<file path="src/rtl/awb_gain_ctrl.sv">
// Gray-world auto-white-balance gain controller: accumulates Bayer channel sums per
// frame, then derives K_R/K_B with one shared restoring divider and applies them atomically.
`timescale 1ns/1ps
module awb_gain_ctrl #(
  parameter int unsigned ACC_W    = 32,
  parameter int unsigned G_SHIFT  = 1,
  parameter logic [15:0] MAX_GAIN = 16'h0800
) (
  input  logic        clk,
  input  logic        rst_n,
  input  logic        frame_start_i,
  input  logic        frame_end_i,
  input  logic        valid_value_i,
  input  logic [1:0]  color_i,
  input  logic [7:0]  value_i,
  input  logic        freeze_i,
  output logic [15:0] K_R,
  output logic [15:0] K_G,
  output logic [15:0] K_B,
  output logic        valid_gain_o,
  output logic        gain_upd_o,
  output logic        busy_o,
  output logic        overrun_o
);

  localparam int unsigned QW = ACC_W + 8;
  localparam int unsigned CW = $clog2(QW);
  localparam logic [1:0] IDLE   = 2'd0;
  localparam logic [1:0] DIV_R  = 2'd1;
  localparam logic [1:0] DIV_B  = 2'd2;
  localparam logic [1:0] UPDATE = 2'd3;
  localparam logic [15:0] UNITY = 16'h0100;

  logic [1:0]       state;
  logic [ACC_W-1:0] sum_r, sum_g, sum_b;
  logic [ACC_W-1:0] nxt_r, nxt_g, nxt_b, g_snap;
  logic [ACC_W-1:0] gn, dr, db, divisor;
  logic [QW-1:0]    quo, quo_nx;
  logic [ACC_W-1:0] rem, rem_nx;
  logic [ACC_W:0]   rem_sh;
  logic             ge, last;
  logic [CW-1:0]    cnt;
  logic [15:0]      gain_r, gain_b, gain_nx, k_r, k_b;
  logic             upd, overrun;

  function automatic logic [ACC_W-1:0] sat_add(input logic [ACC_W-1:0] base,
                                               input logic [7:0] v);
    logic [ACC_W:0] s;
    s = {1'b0, base} + {{(ACC_W-7){1'b0}}, v};
    return s[ACC_W] ? '1 : s[ACC_W-1:0];
  endfunction

  // Clear happens before the add so a pixel coincident with frame_start starts the new sum.
  always_comb begin
    nxt_r = frame_start_i ? '0 : sum_r;
    nxt_g = frame_start_i ? '0 : sum_g;
    nxt_b = frame_start_i ? '0 : sum_b;
    if (valid_value_i) begin
      case (color_i)
        2'b00:   nxt_r = sat_add(nxt_r, value_i);
        2'b10:   nxt_b = sat_add(nxt_b, value_i);
        default: nxt_g = sat_add(nxt_g, value_i);
      endcase
    end
  end

  assign g_snap  = nxt_g >> G_SHIFT;
  assign divisor = (state == DIV_B) ? db : dr;
  assign rem_sh  = {rem, quo[QW-1]};
  assign ge      = rem_sh >= {1'b0, divisor};
  assign rem_nx  = ge ? ACC_W'(rem_sh - {1'b0, divisor}) : rem_sh[ACC_W-1:0];
  assign quo_nx  = {quo[QW-2:0], ge};
  assign last    = (cnt == CW'(QW - 1));
  assign gain_nx = (divisor == '0) ? UNITY :
                   (quo_nx > QW'(MAX_GAIN)) ? MAX_GAIN : quo_nx[15:0];

  always_ff @(posedge clk) begin
    if (!rst_n) begin
      state   <= IDLE;
      sum_r   <= '0;
      sum_g   <= '0;
      sum_b   <= '0;
      gn      <= '0;
      dr      <= '0;
      db      <= '0;
      quo     <= '0;
      rem     <= '0;
      cnt     <= '0;
      gain_r  <= UNITY;
      gain_b  <= UNITY;
      k_r     <= UNITY;
      k_b     <= UNITY;
      upd     <= 1'b0;
      overrun <= 1'b0;
    end else begin
      sum_r <= nxt_r;
      sum_g <= nxt_g;
      sum_b <= nxt_b;
      upd   <= 1'b0;
      if (frame_end_i && state != IDLE) overrun <= 1'b1;
      case (state)
        IDLE: begin
          if (frame_end_i) begin
            gn    <= g_snap;
            dr    <= nxt_r;
            db    <= nxt_b;
            quo   <= {g_snap, 8'h00};
            rem   <= '0;
            cnt   <= '0;
            state <= DIV_R;
          end
        end
        DIV_R: begin
          quo <= quo_nx;
          rem <= rem_nx;
          cnt <= cnt + CW'(1);
          // Last red iteration: latch the result and reload the dividend for blue.
          if (last) begin
            gain_r <= gain_nx;
            quo    <= {gn, 8'h00};
            rem    <= '0;
            cnt    <= '0;
            state  <= DIV_B;
          end
        end
        DIV_B: begin
          quo <= quo_nx;
          rem <= rem_nx;
          cnt <= cnt + CW'(1);
          if (last) begin
            gain_b <= gain_nx;
            state  <= UPDATE;
          end
        end
        UPDATE: begin
          if (!freeze_i) begin
            k_r <= gain_r;
            k_b <= gain_b;
            upd <= 1'b1;
          end
          state <= IDLE;
        end
        default: state <= IDLE;
      endcase
    end
  end

  assign K_R          = k_r;
  assign K_G          = UNITY;
  assign K_B          = k_b;
  assign valid_gain_o = 1'b1;
  assign gain_upd_o   = upd;
  assign busy_o       = (state != IDLE);
  assign overrun_o    = overrun;

endmodule

</file>
<file path="config.mk">
export PLATFORM = sky130hd
export DESIGN_NAME = awb_gain_ctrl
export DESIGN_NICKNAME = d
export VERILOG_FILES = /design/src/rtl/awb_gain_ctrl.sv
export SDC_FILE = /design/constraint.sdc
export NUM_CORES = 1
export LEC_CHECK = 0
export ABC_AREA = 1
export CAP_MARGIN = 10
export CORE_UTILIZATION = 45
export CTS_CLUSTER_DIAMETER = 50
export DETAILED_ROUTE_END_ITERATION = 8
export HOLD_SLACK_MARGIN = 0.03
export PLACE_DENSITY = 0.71
export SYNTH_ARGS = -nofsm -noshare
export SYNTH_HDL_FRONTEND = slang
export SYNTH_SLANG_ARGS = --single-unit
</file>
<file path="constraint.sdc">
create_clock -name clk -period 3.65 [get_ports clk]
set_input_delay 0.73 -clock clk [delete_from_list [all_inputs] [get_ports clk]]
set_output_delay 0.73 -clock clk [all_outputs]
set_load 0.05 [all_outputs]
</file>
==> results.json <==
{
  "pre_cts_ws_ns": -0.0576,
  "dr.pass1.iters": 6,
  "antenna_cells": 0,
  "clkTransAtPathRegs_ns": 0.06,
  "chipWidth_um": 210,
  "portBuffers": 50,
  "ir_worst_vdd_v": 0.000518,
  "ff2ff_setup_slack_ns": 0.30,
  "worstSetupEndpointType": "register",
  "sequentialPowerShare": 0.328,
  "globalplace.congestion": 0.998,
  "p_sw_uw": 5460,
  "vias_per_cell": 5.32,
  "dp_hpwl_mm": 39.6,
  "status": "complete, no violations",
  "p_comb_frac": 0.349,
  "clkPwrFrac": 0.323,
  "cts_buffers": 44,
  "period_needed_ns": 3.35,
  "nets": 3062,
  "tightest_slew_ns": 0.985,
  "synth_seq_cells": 337,
  "final-setup-viol-count": 0,
  "hold_viol_final": 0,
  "p_per_area_mw_per_mm2": 628,
  "crit_required_ns": 4.10,
  "finalWorstSetupSlack_ns": 0.299,
  "dp_cells": 3511,
  "drv_slew": 0,
  "pin_count": 68,
  "synth_cell_types": 57,
  "relSlewSlack": 0.342,
  "yosysWarnings": 0,
  "final_util": 0.522,
  "overflow": 0,
  "cts_buffer_depth": 3,
  "routedWlPerCell_um": 15.5,
  "syn_avg_cell_area_um2": 6.56,
  "start_util": 0.461,
  "die_h_um": 210,
  "area_delta_synth_final_pct": 13.1,
  "drive_gt1_frac": 0.0776,
  "wirelength_mm": 55.8,
  "multiInputGateArea_mm2": 0.0106,
  "tritoncts": "yes",
  "ant_nets": 0,
  "clk_latency_ns": 0.59,
  "antenna_found_initial": 0,
  "cp-start-kind": "register",
  "grt_max_degree": 177,
  "cpPeakStageDelay_ns": 0.36,
  "rsz0062_at_grt": "no",
  "cts.sinks": 337,
  "drc": 0,
  "regArea_mm2": 0.00675,
  "track_usage": 0.253,
  "hold_buffers": 0,
  "netlist_instances": 2973,
  "arrival_ns": 3.81,
  "cts_root_buffer": "clkbuf_16",
  "core-area_mm2": 0.0423,
  "synth-seq-area-share": 0.346,
  "p_leak_uw": 0.0100,
  "whs_ns": 0.439,
  "hp-class": "reg2reg",
  "syn-cell-area_mm2": 0.0195,
  "maxCapViolations": 0,
  "n_fill_cell": 4177,
  "dieArea_mm2": 0.0442,
  "cp_cell_sequence": "inv_1 > ha_4 > buf_12 > o21ai_0 > buf_4 > ha_1 > nand2_1 > inv_1 > a21oi_1 > nand2_1 > nand2_1 > nand2_1 > nor2_1 > nand2_2 > buf_12 > or2_2 > nand3_1 > a21oi_1",
  "drtIter0Drc": 1708,
  "cp_slowest_cell": "dfxtp_1",
  "grt_pass1_wl_mm": 91.5,
  "fin_cells": 3592,
  "grt_pass1_vias": 17981,
  "crit_top_cell": "nand2_1",
  "path_class": "reg2reg",
  "row_count": 75,
  "max_freq_mhz": 298,
  "tns_ns": 0,
  "crit_path_max_fanout": 38,
  "vias": 19095,
  "p_sw_frac": 0.394,
  "layout_common_cells": "nand2_1 (635), nor2_1 (393), inv_1 (380)",
  "period_share": 0.918,
  "fin_skew_ns": 0.0247,
  "h-tree-depth": 2,
  "intPower_uw": 8400,
  "layout_commonest_cell": "nand2_1"
}
## state kept, by name, indices dropped and copies added, names as in the netlist, 2 cells and up
signal  flops
K_B        16
K_R        16
cnt         6
db         32
dr         32
gain_b     16
gain_r     16
gn         31
quo        40
rem        32
state       2
sum_b      32
sum_g      32
sum_r      32
## critical path, delay by kind of cell, from the launching register on
| family | cells | cell delay, ns |
|---|---|---|
| compound gates | 3 | 0.60 |
| fa+ha+maj | 2 | 0.45 |
| buf+inv | 5 | 0.73 |
| flops | 1 | 0.36 |
| simple gates | 8 | 1.07 |
## path summary, 6_finish.rpt
kind / start / end / cells past startpoint
setup reg to reg: state[0] / rem[16] / 18
hold / removal: gain_r[12] / gain_r[12] / 2
setup / recovery: state[0] / rem[16] / 18
hold reg to reg: gain_r[12] / gain_r[12] / 2
## stage by stage
step                total power (uW)  cell area (um2)
global placement                9280            20500
global route                   14700            22100
finish                         13900            22100
floorplan                       7960            19600
detailed placement              9320            20500
CTS                            13800            22000
## what timing repair did
| action | 4_1_cts | 5_1_grt |
|---|---|---|
| resized for setup | 0 | 7 |
| setup buffers | 0 | 1 |
| setup endpoints to repair | 0 | 54 |
## Yosys cell counts (all sizes together)
library cell / number / area, um2
a211oi: 2 / 15.0
a21boi: 1 / 7.51
a21oi: 220 / 1130
a221oi: 18 / 158
a22o: 2 / 17.5
a22oi: 5 / 37.5
a31oi: 22 / 163
and3: 2 / 12.5
buf: 70 / 440
clkbuf: 82 / 308
clkinv: 4 / 15.0
conb: 2 / 7.51
dfxtp: 337 / 6750
fa: 4 / 80.1
ha: 61 / 763
inv: 389 / 1460
mux2i: 3 / 30.0
nand2: 648 / 2460
nand2b: 1 / 6.26
nand3: 196 / 996
nand3b: 13 / 97.6
nand4: 65 / 428
nor2: 425 / 1740
nor3: 36 / 238
nor3b: 1 / 7.51
nor4: 10 / 83.8
o211ai: 15 / 113
o21a: 7 / 52.6
o21ai: 247 / 1240
o21bai: 9 / 67.6
o22ai: 6 / 37.5
o31ai: 1 / 7.51
or2: 21 / 131
xnor2: 30 / 270
xor2: 18 / 158
## cell type report
class / instances / area share
clock inverter: 24 / 0.0122
sequential: 337 / 0.306
clock buffer: 56 / 0.0570
multi-input combinational: 2106 / 0.482
inverter: 393 / 0.0671
timing repair buffer: 99 / 0.0437
tap: 577 / 0.0327
## power by group through the flow
stage	Clock, uW	Sequential [uW]	Combinational (uW)
finish	4470	4550	4830
global placement	0	4590	4690
detailed placement	0	4600	4720
CTS	4550	4530	4750
floorplan	0	4630	3330
global route	4690	4600	5390
## per-layer routing
metal,up-vias,GRT usage,part of all wire
li1,9620,-,-
met1,8739,0.359,0.48
met3,117,0.0374,0.057
met4,0,0.0851,0.030
met2,619,0.392,0.43
met5,-,0,0
## cells by family after synthesis
logic type,share of synthesized area
fa+ha+maj,0.0432
flops,0.346
xor+xnor,0.0219
simple gates,0.317
compound gates,0.156
other cells,0.000385
mux,0.00154
buf+inv,0.114
(Power assumes the default switching activity.)
